### config.mk
export PLATFORM = sky130hd
export DESIGN_NAME = mycpu_mem_wb_flat
export DESIGN_NICKNAME = d
export VERILOG_FILES = /design/src/rtl/mycpu_pkg.sv /design/src/rtl/mycpu_mem_wb_if.sv /design/src/rtl/mycpu_load_align.sv /design/src/rtl/mycpu_mem_wb.sv /design/src/flat_wrapper.sv
export SDC_FILE = /design/constraint.sdc
export NUM_CORES = 1
export LEC_CHECK = 0
export CAP_MARGIN = 5
export CORE_UTILIZATION = 45
export DETAILED_ROUTE_END_ITERATION = 8
export PLACE_DENSITY = 0.82
export SKIP_LAST_GASP = 1
export SYNTH_ARGS = -nofsm -noshare
export SYNTH_HDL_FRONTEND = slang
export SYNTH_SLANG_ARGS = --single-unit
### constraint.sdc
create_clock -name clk -period 17.8 [get_ports clk]
set_clock_uncertainty 0.05 [all_clocks]
set_input_delay 2.67 -clock clk [delete_from_list [all_inputs] [get_ports clk]]
set_output_delay 2.67 -clock clk [all_outputs]
set_load 0.005 [all_outputs]
### src/rtl/mycpu_pkg.sv
`default_nettype none
// ============================================================================
// mycpu_pkg : shared control-bit positions, size codes and MEM/WB payload
// Rev 1.0
// ============================================================================
package mycpu_pkg;

  localparam int CTRL_SIGN    = 0;
  localparam int CTRL_SIZE_LO = 1;
  localparam int CTRL_SIZE_HI = 3;
  localparam int CTRL_LOAD    = 4;
  localparam int CTRL_STORE   = 5;

  typedef enum logic [2:0] {
    SZ_BYTE = 3'b000,
    SZ_HALF = 3'b001,
    SZ_WORD = 3'b010,
    SZ_WL   = 3'b011,
    SZ_WR   = 3'b100
  } size_e;

  // A bubble is carried as an all-zero payload so every derived output idles at 0.
  typedef struct packed {
    logic [31:0] result;
    logic [31:0] rt;
    logic [4:0]  treg;
    logic        wen;
    logic [5:0]  ctrl;
    logic        misaligned;
  } mem_wb_t;

  function automatic size_e to_size(input logic [2:0] code);
    return size_e'(code);
  endfunction

  function automatic logic is_misaligned(input size_e size, input logic [1:0] a);
    logic mis;
    mis = 1'b0;
    case (size)
      SZ_HALF: mis = a[0];
      SZ_WORD: mis = (a != 2'b00);
      default: mis = 1'b0;
    endcase
    return mis;
  endfunction

endpackage
`default_nettype wire

### src/rtl/mycpu_mem_wb_if.sv
`default_nettype none
// ============================================================================
// mycpu_mem_wb_if : synchronous data-SRAM port of the MEM stage
// Rev 1.0
// ============================================================================
interface mycpu_mem_wb_if;

  logic        data_sram_en;
  logic [3:0]  data_sram_wen;
  logic [31:0] data_sram_addr;
  logic [31:0] data_sram_wdata;
  logic [31:0] data_sram_rdata;

  modport master (
    output data_sram_en,
    output data_sram_wen,
    output data_sram_addr,
    output data_sram_wdata,
    input  data_sram_rdata
  );

  modport slave (
    input  data_sram_en,
    input  data_sram_wen,
    input  data_sram_addr,
    input  data_sram_wdata,
    output data_sram_rdata
  );

endinterface
`default_nettype wire

### src/rtl/mycpu_load_align.sv
`default_nettype none
// ============================================================================
// mycpu_load_align : lane select, extension and LWL/LWR merge of load data
// Rev 1.0
// ============================================================================
module mycpu_load_align
  import mycpu_pkg::*;
(
  input  logic [31:0] m,
  input  logic [31:0] rt,
  input  logic [1:0]  a,
  input  logic [5:0]  ctrl,
  output logic [31:0] aligned
);

  logic [7:0]  byte_lane;
  logic [15:0] half_lane;
  logic        sx;
  logic        unused_ctrl;

  // Load/store bits are decided by the caller; only sign and size matter here.
  assign unused_ctrl = ^ctrl[CTRL_STORE:CTRL_LOAD];

  always_comb begin
    byte_lane = m[{a, 3'b000} +: 8];
    half_lane = a[1] ? m[31:16] : m[15:0];
    sx        = ctrl[CTRL_SIGN];
    aligned   = m;
    case (to_size(ctrl[CTRL_SIZE_HI:CTRL_SIZE_LO]))
      SZ_BYTE: aligned = {{24{sx & byte_lane[7]}}, byte_lane};
      SZ_HALF: aligned = {{16{sx & half_lane[15]}}, half_lane};
      SZ_WORD: aligned = m;
      SZ_WL: begin
        case (a)
          2'd0:    aligned = {m[7:0],  rt[23:0]};
          2'd1:    aligned = {m[15:0], rt[15:0]};
          2'd2:    aligned = {m[23:0], rt[7:0]};
          default: aligned = m;
        endcase
      end
      SZ_WR: begin
        case (a)
          2'd0:    aligned = m;
          2'd1:    aligned = {rt[31:24], m[31:8]};
          2'd2:    aligned = {rt[31:16], m[31:16]};
          default: aligned = {rt[31:8],  m[31:24]};
        endcase
      end
      default: aligned = m;
    endcase
  end

endmodule
`default_nettype wire

### src/rtl/mycpu_mem_wb.sv
`default_nettype none
// ============================================================================
// mycpu_mem_wb : MEM and WB stages - data SRAM access, load align, RF write
// Rev 1.0
// ============================================================================
module mycpu_mem_wb
  import mycpu_pkg::*;
(
  input  logic                  clk,
  input  logic                  rst,
  input  logic                  in_valid,
  input  logic [31:0]           in_result,
  input  logic [31:0]           in_rt,
  input  logic [4:0]            in_treg,
  input  logic                  in_wen,
  input  logic [5:0]            in_ctrl,
  mycpu_mem_wb_if.master        sram,
  output logic                  rf_wen,
  output logic [4:0]            rf_waddr,
  output logic [31:0]           rf_wdata,
  output logic [4:0]            tag_mem,
  output logic [4:0]            tag_wb,
  output logic [31:0]           cont_mem,
  output logic [31:0]           cont_wb,
  output logic                  mem_is_load,
  output logic                  exc_valid,
  output logic [31:0]           exc_badvaddr
);

  logic        mem_valid_q, mem_valid_d;
  logic        wb_valid_q,  wb_valid_d;
  mem_wb_t     mem_q, mem_d;
  mem_wb_t     wb_q,  wb_d;
  logic [31:0] badvaddr_q, badvaddr_d;

  size_e       mem_size;
  logic [1:0]  mem_a;
  logic        mem_go;
  logic        mem_store_go;
  logic [3:0]  st_wen;
  logic [31:0] st_wdata;
  logic [31:0] load_value;

  // Misalignment is resolved on entry so MEM and WB both see one registered flag.
  always_comb begin : p_next
    mem_valid_d = in_valid;
    mem_d       = '0;
    if (in_valid) begin
      mem_d.result     = in_result;
      mem_d.rt         = in_rt;
      mem_d.treg       = in_treg;
      mem_d.wen        = in_wen;
      mem_d.ctrl       = in_ctrl;
      mem_d.misaligned = (in_ctrl[CTRL_LOAD] | in_ctrl[CTRL_STORE]) &
                         is_misaligned(to_size(in_ctrl[CTRL_SIZE_HI:CTRL_SIZE_LO]),
                                       in_result[1:0]);
    end
    wb_valid_d = mem_valid_q;
    wb_d       = mem_q;
    badvaddr_d = exc_valid ? mem_q.result : badvaddr_q;
  end

  always_comb begin : p_store_lanes
    mem_size = to_size(mem_q.ctrl[CTRL_SIZE_HI:CTRL_SIZE_LO]);
    mem_a    = mem_q.result[1:0];
    st_wen   = 4'b0000;
    st_wdata = '0;
    case (mem_size)
      SZ_BYTE: begin
        st_wen   = 4'b0001 << mem_a;
        st_wdata = {4{mem_q.rt[7:0]}};
      end
      SZ_HALF: begin
        st_wen   = mem_a[1] ? 4'b1100 : 4'b0011;
        st_wdata = {2{mem_q.rt[15:0]}};
      end
      SZ_WORD: begin
        st_wen   = 4'b1111;
        st_wdata = mem_q.rt;
      end
      // SWL fills the low lanes up to a, SWR the high lanes from a.
      SZ_WL: begin
        st_wen   = 4'b1111 >> ~mem_a;
        st_wdata = mem_q.rt >> {~mem_a, 3'b000};
      end
      SZ_WR: begin
        st_wen   = 4'b1111 << mem_a;
        st_wdata = mem_q.rt << {mem_a, 3'b000};
      end
      default: begin
        st_wen   = 4'b0000;
        st_wdata = '0;
      end
    endcase
  end

  assign mem_go       = mem_valid_q & (mem_q.ctrl[CTRL_LOAD] | mem_q.ctrl[CTRL_STORE]) &
                        ~mem_q.misaligned;
  assign mem_store_go = mem_go & mem_q.ctrl[CTRL_STORE];

  assign sram.data_sram_en    = mem_go;
  assign sram.data_sram_addr  = mem_go ? {mem_q.result[31:2], 2'b00} : '0;
  assign sram.data_sram_wen   = mem_store_go ? st_wen : 4'b0000;
  assign sram.data_sram_wdata = mem_store_go ? st_wdata : '0;

  // The faulting address is visible during the pulse and held afterwards.
  assign exc_valid    = mem_valid_q & mem_q.misaligned;
  assign exc_badvaddr = badvaddr_d;

  assign tag_mem     = (mem_valid_q & mem_q.wen & ~mem_q.misaligned) ? mem_q.treg : 5'd0;
  assign cont_mem    = mem_q.result;
  assign mem_is_load = mem_valid_q & mem_q.ctrl[CTRL_LOAD];

  mycpu_load_align u_load_align (
    .m       (sram.data_sram_rdata),
    .rt      (wb_q.rt),
    .a       (wb_q.result[1:0]),
    .ctrl    (wb_q.ctrl),
    .aligned (load_value)
  );

  assign rf_wen   = wb_valid_q & wb_q.wen & ~wb_q.misaligned & (wb_q.treg != 5'd0);
  assign rf_waddr = wb_q.treg;
  assign rf_wdata = wb_q.ctrl[CTRL_LOAD] ? load_value : wb_q.result;
  assign tag_wb   = rf_wen ? wb_q.treg : 5'd0;
  assign cont_wb  = rf_wdata;

  always_ff @(posedge clk or posedge rst) begin : p_regs
    if (rst) begin
      mem_valid_q <= 1'b0;
      wb_valid_q  <= 1'b0;
      mem_q       <= '0;
      wb_q        <= '0;
      badvaddr_q  <= '0;
    end else begin
      mem_valid_q <= mem_valid_d;
      wb_valid_q  <= wb_valid_d;
      mem_q       <= mem_d;
      wb_q        <= wb_d;
      badvaddr_q  <= badvaddr_d;
    end
  end

endmodule
`default_nettype wire

### src/flat_wrapper.sv
// flat-port wrapper written by rule: the top's interface ports become plain ports
module mycpu_mem_wb_flat import mycpu_pkg::*;
  (clk, rst, in_valid, in_result, in_rt, in_treg, in_wen, in_ctrl, rf_wen, rf_waddr, rf_wdata, tag_mem, tag_wb, cont_mem, cont_wb, mem_is_load, exc_valid, exc_badvaddr, sram_data_sram_en, sram_data_sram_wen, sram_data_sram_addr, sram_data_sram_wdata, sram_data_sram_rdata);
  mycpu_mem_wb_if sram_i ();
  input  logic clk;
  input  logic rst;
  input  logic in_valid;
  input  logic [31:0] in_result;
  input  logic [31:0] in_rt;
  input  logic [4:0] in_treg;
  input  logic in_wen;
  input  logic [5:0] in_ctrl;
  output logic rf_wen;
  output logic [4:0] rf_waddr;
  output logic [31:0] rf_wdata;
  output logic [4:0] tag_mem;
  output logic [4:0] tag_wb;
  output logic [31:0] cont_mem;
  output logic [31:0] cont_wb;
  output logic mem_is_load;
  output logic exc_valid;
  output logic [31:0] exc_badvaddr;
  output wire logic [$bits(sram_i.data_sram_en)-1:0] sram_data_sram_en;
  output wire logic [$bits(sram_i.data_sram_wen)-1:0] sram_data_sram_wen;
  output wire logic [$bits(sram_i.data_sram_addr)-1:0] sram_data_sram_addr;
  output wire logic [$bits(sram_i.data_sram_wdata)-1:0] sram_data_sram_wdata;
  input wire logic [$bits(sram_i.data_sram_rdata)-1:0] sram_data_sram_rdata;
  assign sram_data_sram_en = sram_i.data_sram_en;
  assign sram_data_sram_wen = sram_i.data_sram_wen;
  assign sram_data_sram_addr = sram_i.data_sram_addr;
  assign sram_data_sram_wdata = sram_i.data_sram_wdata;
  assign sram_i.data_sram_rdata = sram_data_sram_rdata;
  mycpu_mem_wb u_core (.clk(clk), .rst(rst), .in_valid(in_valid), .in_result(in_result), .in_rt(in_rt), .in_treg(in_treg), .in_wen(in_wen), .in_ctrl(in_ctrl), .sram(sram_i), .rf_wen(rf_wen), .rf_waddr(rf_waddr), .rf_wdata(rf_wdata), .tag_mem(tag_mem), .tag_wb(tag_wb), .cont_mem(cont_mem), .cont_wb(cont_wb), .mem_is_load(mem_is_load), .exc_valid(exc_valid), .exc_badvaddr(exc_badvaddr));
endmodule
# Word level (Yosys, flattened, before mapping)
# Cells that the tools add are included.
[word_totals] reg_bits=187 inputBits=111 output_inout_bits=215 elab_cells=72
[classes] eq_ne=11 n_shift=6 n_mux=17 n_bitwise=18 n_reduce_logical=5
[op_table] cell="32-bit case mux with 3 select lines" count=2
[op_table] cell="32-bit case mux with 5 select lines" count=1
[op_table] cell="32-bit two-way mux" count=4
[op_table] cell="32-bit case mux with 4 select lines" count=1
[op_table] cell="77-bit two-way mux" count=1
[op_table] cell="32-bit by 6-bit indexed part select with 8-bit output" count=1
[op_table] cell="32-bit by 5-bit << shifter with 32-bit output" count=1
[op_table] cell="32-bit by 5-bit right shift with 32-bit output" count=1
[op_table] cell="4-bit case mux with 5 select lines" count=1
[op_table] cell="16-bit two-way mux" count=1
[op_table] cell="1-bit AND" count=13
[op_table] cell="3-bit by 2-bit equality test with 1-bit output (second input constant)" count=4
[op_table] cell="5-bit two-way mux" count=2
[op_table] cell="3-bit by 1-bit equality test with 1-bit output (second input constant)" count=3
[op_table] cell="4-bit two-way mux" count=2
[op_table] cell="3-bit equality test (second input constant)" count=2
[op_table] cell="3-bit logical NOT" count=2
[op_table] cell="5-bit nonzero test" count=1
[op_table] cell="1-bit by 2-bit << shifter with 4-bit output (first input constant)" count=1
[op_table] cell="4-bit by 2-bit << shifter with 4-bit output (first input constant)" count=1
[op_table] cell="4-bit by 2-bit right shift with 4-bit output (first input constant)" count=1
[op_table] cell="2-bit by 1-bit equality test with 1-bit output (second input constant)" count=1
[op_table] cell="2-bit equality test (second input constant)" count=1
[op_table] cell="2-bit logical NOT" count=1
[op_table] cell="other kinds (6)" count=8

# Longest topological paths before layout
[depth] ltp_word=5 ltp_mapped=9 mapped_depth_nobuf=5

# Modules after synthesis
# A second synthesis with hierarchy kept.
[hier_totals] hier_cells=958 hier_area_um2=10428.8
[modules_own_cells] module="mycpu_mem_wb" instances=1 cells_each=693 area_per_inst_um2=8530.7 seq_area_each_um2=4704.5
[modules_own_cells] module="mycpu_load_align" instances=1 cells_each=265 area_per_inst_um2=1898.1 seq_area_each_um2=0.0

# Least setup slack after synthesis
# No wires, ideal clock.
[synth_path] kind="input -> output" startpoint="input port sram_data_sram_rdata[15]" endpoint="output port rf_wdata[19]" arrival_time_ns=3.897 t_required_ns=15.080 slack_ns=11.183 stages=7 n_path_buf=2 cell_sequence="mux2_4 nor2_2 a2111oi_4 buf_6 a211oi_1 a21oi_1 buf_4"
[synth_between] elab_chain_cells=4 word_cells_on_any_way=6 classes_between="shift (1); mux (3); bitwise (2)"
[synth_rtl] item="from (decl)" line="flat_wrapper.sv:27" text="input wire logic [$bits(sram_i.data_sram_rdata)-1:0] sram_data_sram_rdata;"
[synth_rtl] item="32-bit by 6-bit indexed part select with 8-bit output / 16-bit two-way mux (equally long branches)" line="mycpu_load_align.sv:25, mycpu_load_align.sv:26"
[synth_rtl] item="1-bit AND (on tied branches)" line="mycpu_load_align.sv:30, mycpu_load_align.sv:31"
[synth_rtl] item="32-bit case mux with 4 select lines (*)" line="mycpu_load_align.sv:29" text="case (to_size(ctrl[CTRL_SIZE_HI:CTRL_SIZE_LO]))"
[synth_rtl] item="32-bit two-way mux (*)" line="mycpu_mem_wb.sv:124" text="assign rf_wdata = wb_q.ctrl[CTRL_LOAD] ? load_value : wb_q.result;"
[synth_rtl] item="to (decl)" line="flat_wrapper.sv:15" text="output logic [31:0] rf_wdata;"
# Mark *: on every way between the ends. The rest lies on a longest branch, timed or not.

# Final worst setup path
[layout_path] startpoint="input port sram_data_sram_rdata[15]" endpoint="output port cont_wb[21]"
[layout_between] elab_chain_cells=4 word_cells_on_any_way=6 classes_between="shift (1); mux (3); bitwise (2)"
[layout_rtl] item="32-bit by 6-bit indexed part select with 8-bit output / 16-bit two-way mux (equally long branches)" line="mycpu_load_align.sv:25, mycpu_load_align.sv:26"
[layout_rtl] item="1-bit AND (on tied branches)" line="mycpu_load_align.sv:30, mycpu_load_align.sv:31"
[layout_rtl] item="32-bit case mux with 4 select lines (*)" line="mycpu_load_align.sv:29"
[layout_rtl] item="32-bit two-way mux (*)" line="mycpu_mem_wb.sv:124"
[layout_rtl] item="to (decl)" line="flat_wrapper.sv:19" text="output logic [31:0] cont_wb;"
# Marks and branches as above.

==> impl_metrics.yaml <==
run_status:
  run_status: "finished with violations"
  failed_checks: "design-rule violations"
routing:
  detail_route.wl_per_cell_microns: 21.7
  ant_nets: 0
  route.final.wire_length_microns: 33200
  detail_route.first_pass.iterations: 9
  via_count: 8902
  route.detailed.drc: 24
  via_per_inst: 5.81
  drt_iter0_drc: 928
synth:
  mappedNetlistArea_sq_mm: 0.0101
  adder_and_majority_gate_portion_of_the_synthesized_area_pct: 0
  synthFlopType: "sky130_fd_sc_hd__dfrtp_1"
  dominant_combinational_cell_family_by_area_after_synthesis: "compound AO/OA/AOI/OAI gates"
  proportion_of_synthesized_area_in_mux_cells_pct: 12.0
  ys_seq_area_share_pct: 46.1
  library_cells_used_by_synthesis: 55
  synthCells: 1025
  ys_ff_latch: 187
  synth-compound-area-share_pct: 16.8
  synth_area_per_cell_sq_um: 9.90
  post_synth_and_or_nand_nor_area_fraction_pct: 16.0
  synthArstFlopShare_pct: 100
  synth_enable_flop_cells: 0
  ys.warnings.count: 0
  post_synth_xor_area_fraction_pct: 0.0863
placed_design:
  routabilityCongestion: 0.935
  detailed_place_hpwl_microns: 24000
  detailedPlace.worstSlack_ns: 9.65
  detailed_place.area_sq_mm: 0.0130
  port_buffers: 323
clocking:
  clk_pin_slew_ns: 0.07
  clk_sink_count: 187
  clk_latency_ns: 0.44
  cts_made_buffers: 17
  clock_h_tree_levels: 4
  cts_hold_buffers: 0
  cts.root.buffer_cell: "sky130_fd_sc_hd__clkbuf_16"
  post_cts.repair.setup_buffers: 0
  cts_buffer_depth: 2
  cts-resized-gates: 0
  cts_tree: "built"
die:
  design.portCount: 326
  design.die.area_sq_mm: 0.0232
  floorplan_core_area_sq_mm: 0.0220
  die_wd_microns: 152
  row_count: 54
  floorplan.initialDensity_pct: 46.2
  die_height_microns: 152
power_and_ir_drop:
  power_leakage_nw: 5.56
  seq_power_share_pct: 43.0
  cell_internal_pwr_mw: 0.788
  net-switching-power_mw: 0.335
  switching_share_pct: 29.8
  powerDensity_mw_per_mm2: 82.6
  clkPwrFrac_pct: 35.2
  report.power.total_mw: 1.12
  max-vdd-ir-drop_v: 0.0000507
  power.combinational.fraction_pct: 21.8
sta:
  timing_hold_violations_final: 0
  layout_worst_path_cycle_share_pct: 46.2
  post-route-min-period_ns: 8.22
  final_worst_setup_slack_ns: 9.58
  final_setup_violation_count: 0
  grt_setup_unrepaired: "false"
  finalSetupTns_ns: 0
  relSlewSlack_pct: 16.0
  final_max_slew_viol_count: 0
  timing_worst_slew_pin_value_ns: 1.26
  achievable-frequency_mhz: 122
worst_setup_path:
  timing.critical_path.slowest_cell_delay_ns: 0.92
  timing.critical_path.slowest_stage_cell: "sky130_fd_sc_hd__a2111oi_4"
  critical-path-top-delay-family: "compound AO/OA/AOI/OAI gates"
  crit_path_cell_trace: "clkdlybuf4s50_1 > mux2_4 > nor2_2 > a2111oi_4 > a211oi_1 > a21oi_1 > clkdlybuf4s50_1"
  worst_ep_arrival_time_ns: 5.50
  worst_setup_path_start_kind: "input port"
  critPathBufInv: 2
  regToRegSetupSlack_ns: 16.03
  path_class: "in2out"
  cpMostUsedCell: "sky130_fd_sc_hd__clkdlybuf4s50_1"
  end_kind: "output pin"
  worstPathMaxFanout: 15
  worst_ep_required_time_ns: 15.08
grt:
  grt_total_ovfl: 0
  number_of_global_route_vias_before_repair: 8775
  groute.usage.overall_pct: 28.5
  antenna_violations_before_repair: 1
  grt_max_degree: 118
  grt_first_pass_wirelength_microns: 50600
final_layout:
  final_design_area_no_fill_sq_mm: 0.0136
  drive_gt1_share_pct: 7.91
  finalCoreUtilization_pct: 61.9
  final_net_count: 1349
  syn_to_final_growth_pct: 33.9
run:
  number_of_max_capacitance_violations_reported: 0
min_path:
  hp-class: "reg2reg"
[path summary, 6_finish.rpt]
check                                    startpoint                    end  cells after the start
max                        sram_data_sram_rdata[15]            cont_wb[21]                      7
min                                 u_core.mem_q[1]         u_core.wb_q[1]                      0
max reg2reg                      u_core.cont_mem[1]   u_core.badvaddr_q[1]                      2
min reg2reg                         u_core.mem_q[1]         u_core.wb_q[1]                      0
max in group asynchronous                       rst        u_core.wb_q[54]                      3
min in group asynchronous                       rst  u_core.badvaddr_q[21]                      2
[per-stage QoR]
stage	hold WS, ns	instances
global placement	0.286	1499
finish	0.304	1532
floorplan	0.281	1026
global route	0.321	1531
CTS	0.308	1531
detailed placement	0.286	1499
[power by group through the flow]
stage	Clock [mW]	Combinational (mW)	Sequential, mW
2_1_floorplan	0	0.129	0.478
3_3_place_gp	0	0.239	0.489
3_5_place_dp	0	0.243	0.491
4_1_cts	0.401	0.244	0.482
5_1_grt	0.421	0.261	0.486
6_report	0.395	0.245	0.483
[area by class of cell]
cell class	instances	area, sq um
repair buffers	332	3300
clock inverters	15	206
multi-input cells	686	4570
diodes	1	2.50
fillers	1825	8370
inverters	14	60.1
clock buffers	17	425
flip-flops and latches	187	4680
well taps	280	350
[layer usage]
layer / GRT usage [%] / share of wire (%) / vias up
met5: 0 / 0 / -
met1: 36.5 / 40 / 4328
met4: 10.9 / 3.1 / 0
met3: 6.09 / 8.1 / 87
met2: 47.3 / 48 / 500
li1: - / - / 3987
[flip-flops by register name, summed over array words and instances (netlist names)]
signal	cells
u_core.rf_waddr	5
u_core.wb_q	71
u_core.mem_q	45
u_core.wb_valid_q	1
u_core.badvaddr_q	32
u_core.mem_valid_q	1
u_core.cont_mem	32
[cells by family (layout without fill, tap and decap cells)]
kind of cell / count (synthesis) / after routing
AND/OR/NAND/NOR: 307 / 307
AO/OA/AOI/OAI: 260 / 260
flip-flops: 187 / 187
buffers and inverters: 153 / 378
multiplexers: 116 / 116
other: 1 / 3
XOR/XNOR: 1 / 1
[Yosys cell counts, types with 2 or more instances]
| library cell | number | area [sq um] |
|---|---|---|
| sky130_fd_sc_hd__and3_1 | 6 | 37.5 |
| sky130_fd_sc_hd__buf_4 | 76 | 571 |
| sky130_fd_sc_hd__a22oi_1 | 19 | 143 |
| sky130_fd_sc_hd__o211ai_1 | 4 | 30.0 |
| sky130_fd_sc_hd__mux2i_1 | 71 | 711 |
| sky130_fd_sc_hd__a21oi_1 | 56 | 280 |
| sky130_fd_sc_hd__mux2_2 | 43 | 484 |
| sky130_fd_sc_hd__dfrtp_1 | 187 | 4680 |
| sky130_fd_sc_hd__o311ai_1 | 4 | 35.0 |
| sky130_fd_sc_hd__nor2_1 | 75 | 282 |
| sky130_fd_sc_hd__a222oi_1 | 12 | 120 |
| sky130_fd_sc_hd__buf_1 | 2 | 7.51 |
| sky130_fd_sc_hd__buf_2 | 16 | 80.1 |
| sky130_fd_sc_hd__nor2b_1 | 14 | 87.6 |
| sky130_fd_sc_hd__inv_1 | 12 | 45.0 |
| sky130_fd_sc_hd__nor4_1 | 2 | 12.5 |
| sky130_fd_sc_hd__nand3_1 | 11 | 55.1 |
| sky130_fd_sc_hd__and3b_1 | 2 | 17.5 |
| sky130_fd_sc_hd__nand2b_1 | 14 | 87.6 |
| sky130_fd_sc_hd__o221ai_1 | 8 | 70.1 |
| sky130_fd_sc_hd__o21bai_1 | 2 | 15.0 |
| sky130_fd_sc_hd__nand2_1 | 40 | 150 |
| sky130_fd_sc_hd__a211oi_1 | 23 | 173 |
| sky130_fd_sc_hd__o2bb2ai_1 | 7 | 61.3 |
| sky130_fd_sc_hd__o31a_1 | 2 | 17.5 |
| sky130_fd_sc_hd__a221oi_1 | 5 | 43.8 |
| sky130_fd_sc_hd__o21ai_0 | 66 | 330 |
| sky130_fd_sc_hd__a31oi_1 | 3 | 18.8 |
| sky130_fd_sc_hd__clkbuf_1 | 42 | 158 |
| sky130_fd_sc_hd__nor3_1 | 8 | 40.0 |
| sky130_fd_sc_hd__or3_1 | 9 | 56.3 |
| sky130_fd_sc_hd__a21boi_0 | 2 | 15.0 |
| sky130_fd_sc_hd__a22o_1 | 5 | 43.8 |
| sky130_fd_sc_hd__buf_6 | 3 | 33.8 |
| sky130_fd_sc_hd__o22ai_1 | 33 | 206 |
| sky130_fd_sc_hd__inv_2 | 2 | 7.51 |
| sky130_fd_sc_hd__or2_2 | 3 | 18.8 |
| sky130_fd_sc_hd__and2_1 | 118 | 738 |
| sky130_fd_sc_hd__o21a_1 | 2 | 15.0 |
[cell usage in the layout, fill, tap and decap left out, types with 4 or more instances in the layout]
cell type,instances
sky130_fd_sc_hd__o221ai_1,8
sky130_fd_sc_hd__o211ai_1,4
sky130_fd_sc_hd__a22oi_1,19
sky130_fd_sc_hd__a211oi_1,23
sky130_fd_sc_hd__mux2_2,43
sky130_fd_sc_hd__a222oi_1,12
sky130_fd_sc_hd__nand2b_1,14
sky130_fd_sc_hd__or3_1,9
sky130_fd_sc_hd__dfrtp_1,186
sky130_fd_sc_hd__nand3_1,11
sky130_fd_sc_hd__o21ai_0,66
sky130_fd_sc_hd__clkdlybuf4s50_1,322
sky130_fd_sc_hd__mux2i_1,71
sky130_fd_sc_hd__o2bb2ai_1,7
sky130_fd_sc_hd__nor2b_1,14
sky130_fd_sc_hd__and2_1,118
sky130_fd_sc_hd__nand2_1,40
sky130_fd_sc_hd__clkinv_8,6
sky130_fd_sc_hd__and3_1,6
sky130_fd_sc_hd__a21oi_1,56
sky130_fd_sc_hd__o311ai_1,4
sky130_fd_sc_hd__inv_1,11
sky130_fd_sc_hd__inv_8,4
sky130_fd_sc_hd__nor3_1,8
sky130_fd_sc_hd__clkbuf_16,17
sky130_fd_sc_hd__a22o_1,5
sky130_fd_sc_hd__a221oi_1,5
sky130_fd_sc_hd__nor2_1,75
sky130_fd_sc_hd__o22ai_1,33
sky130_fd_sc_hd__buf_4,9
(Power assumes the default switching activity.)
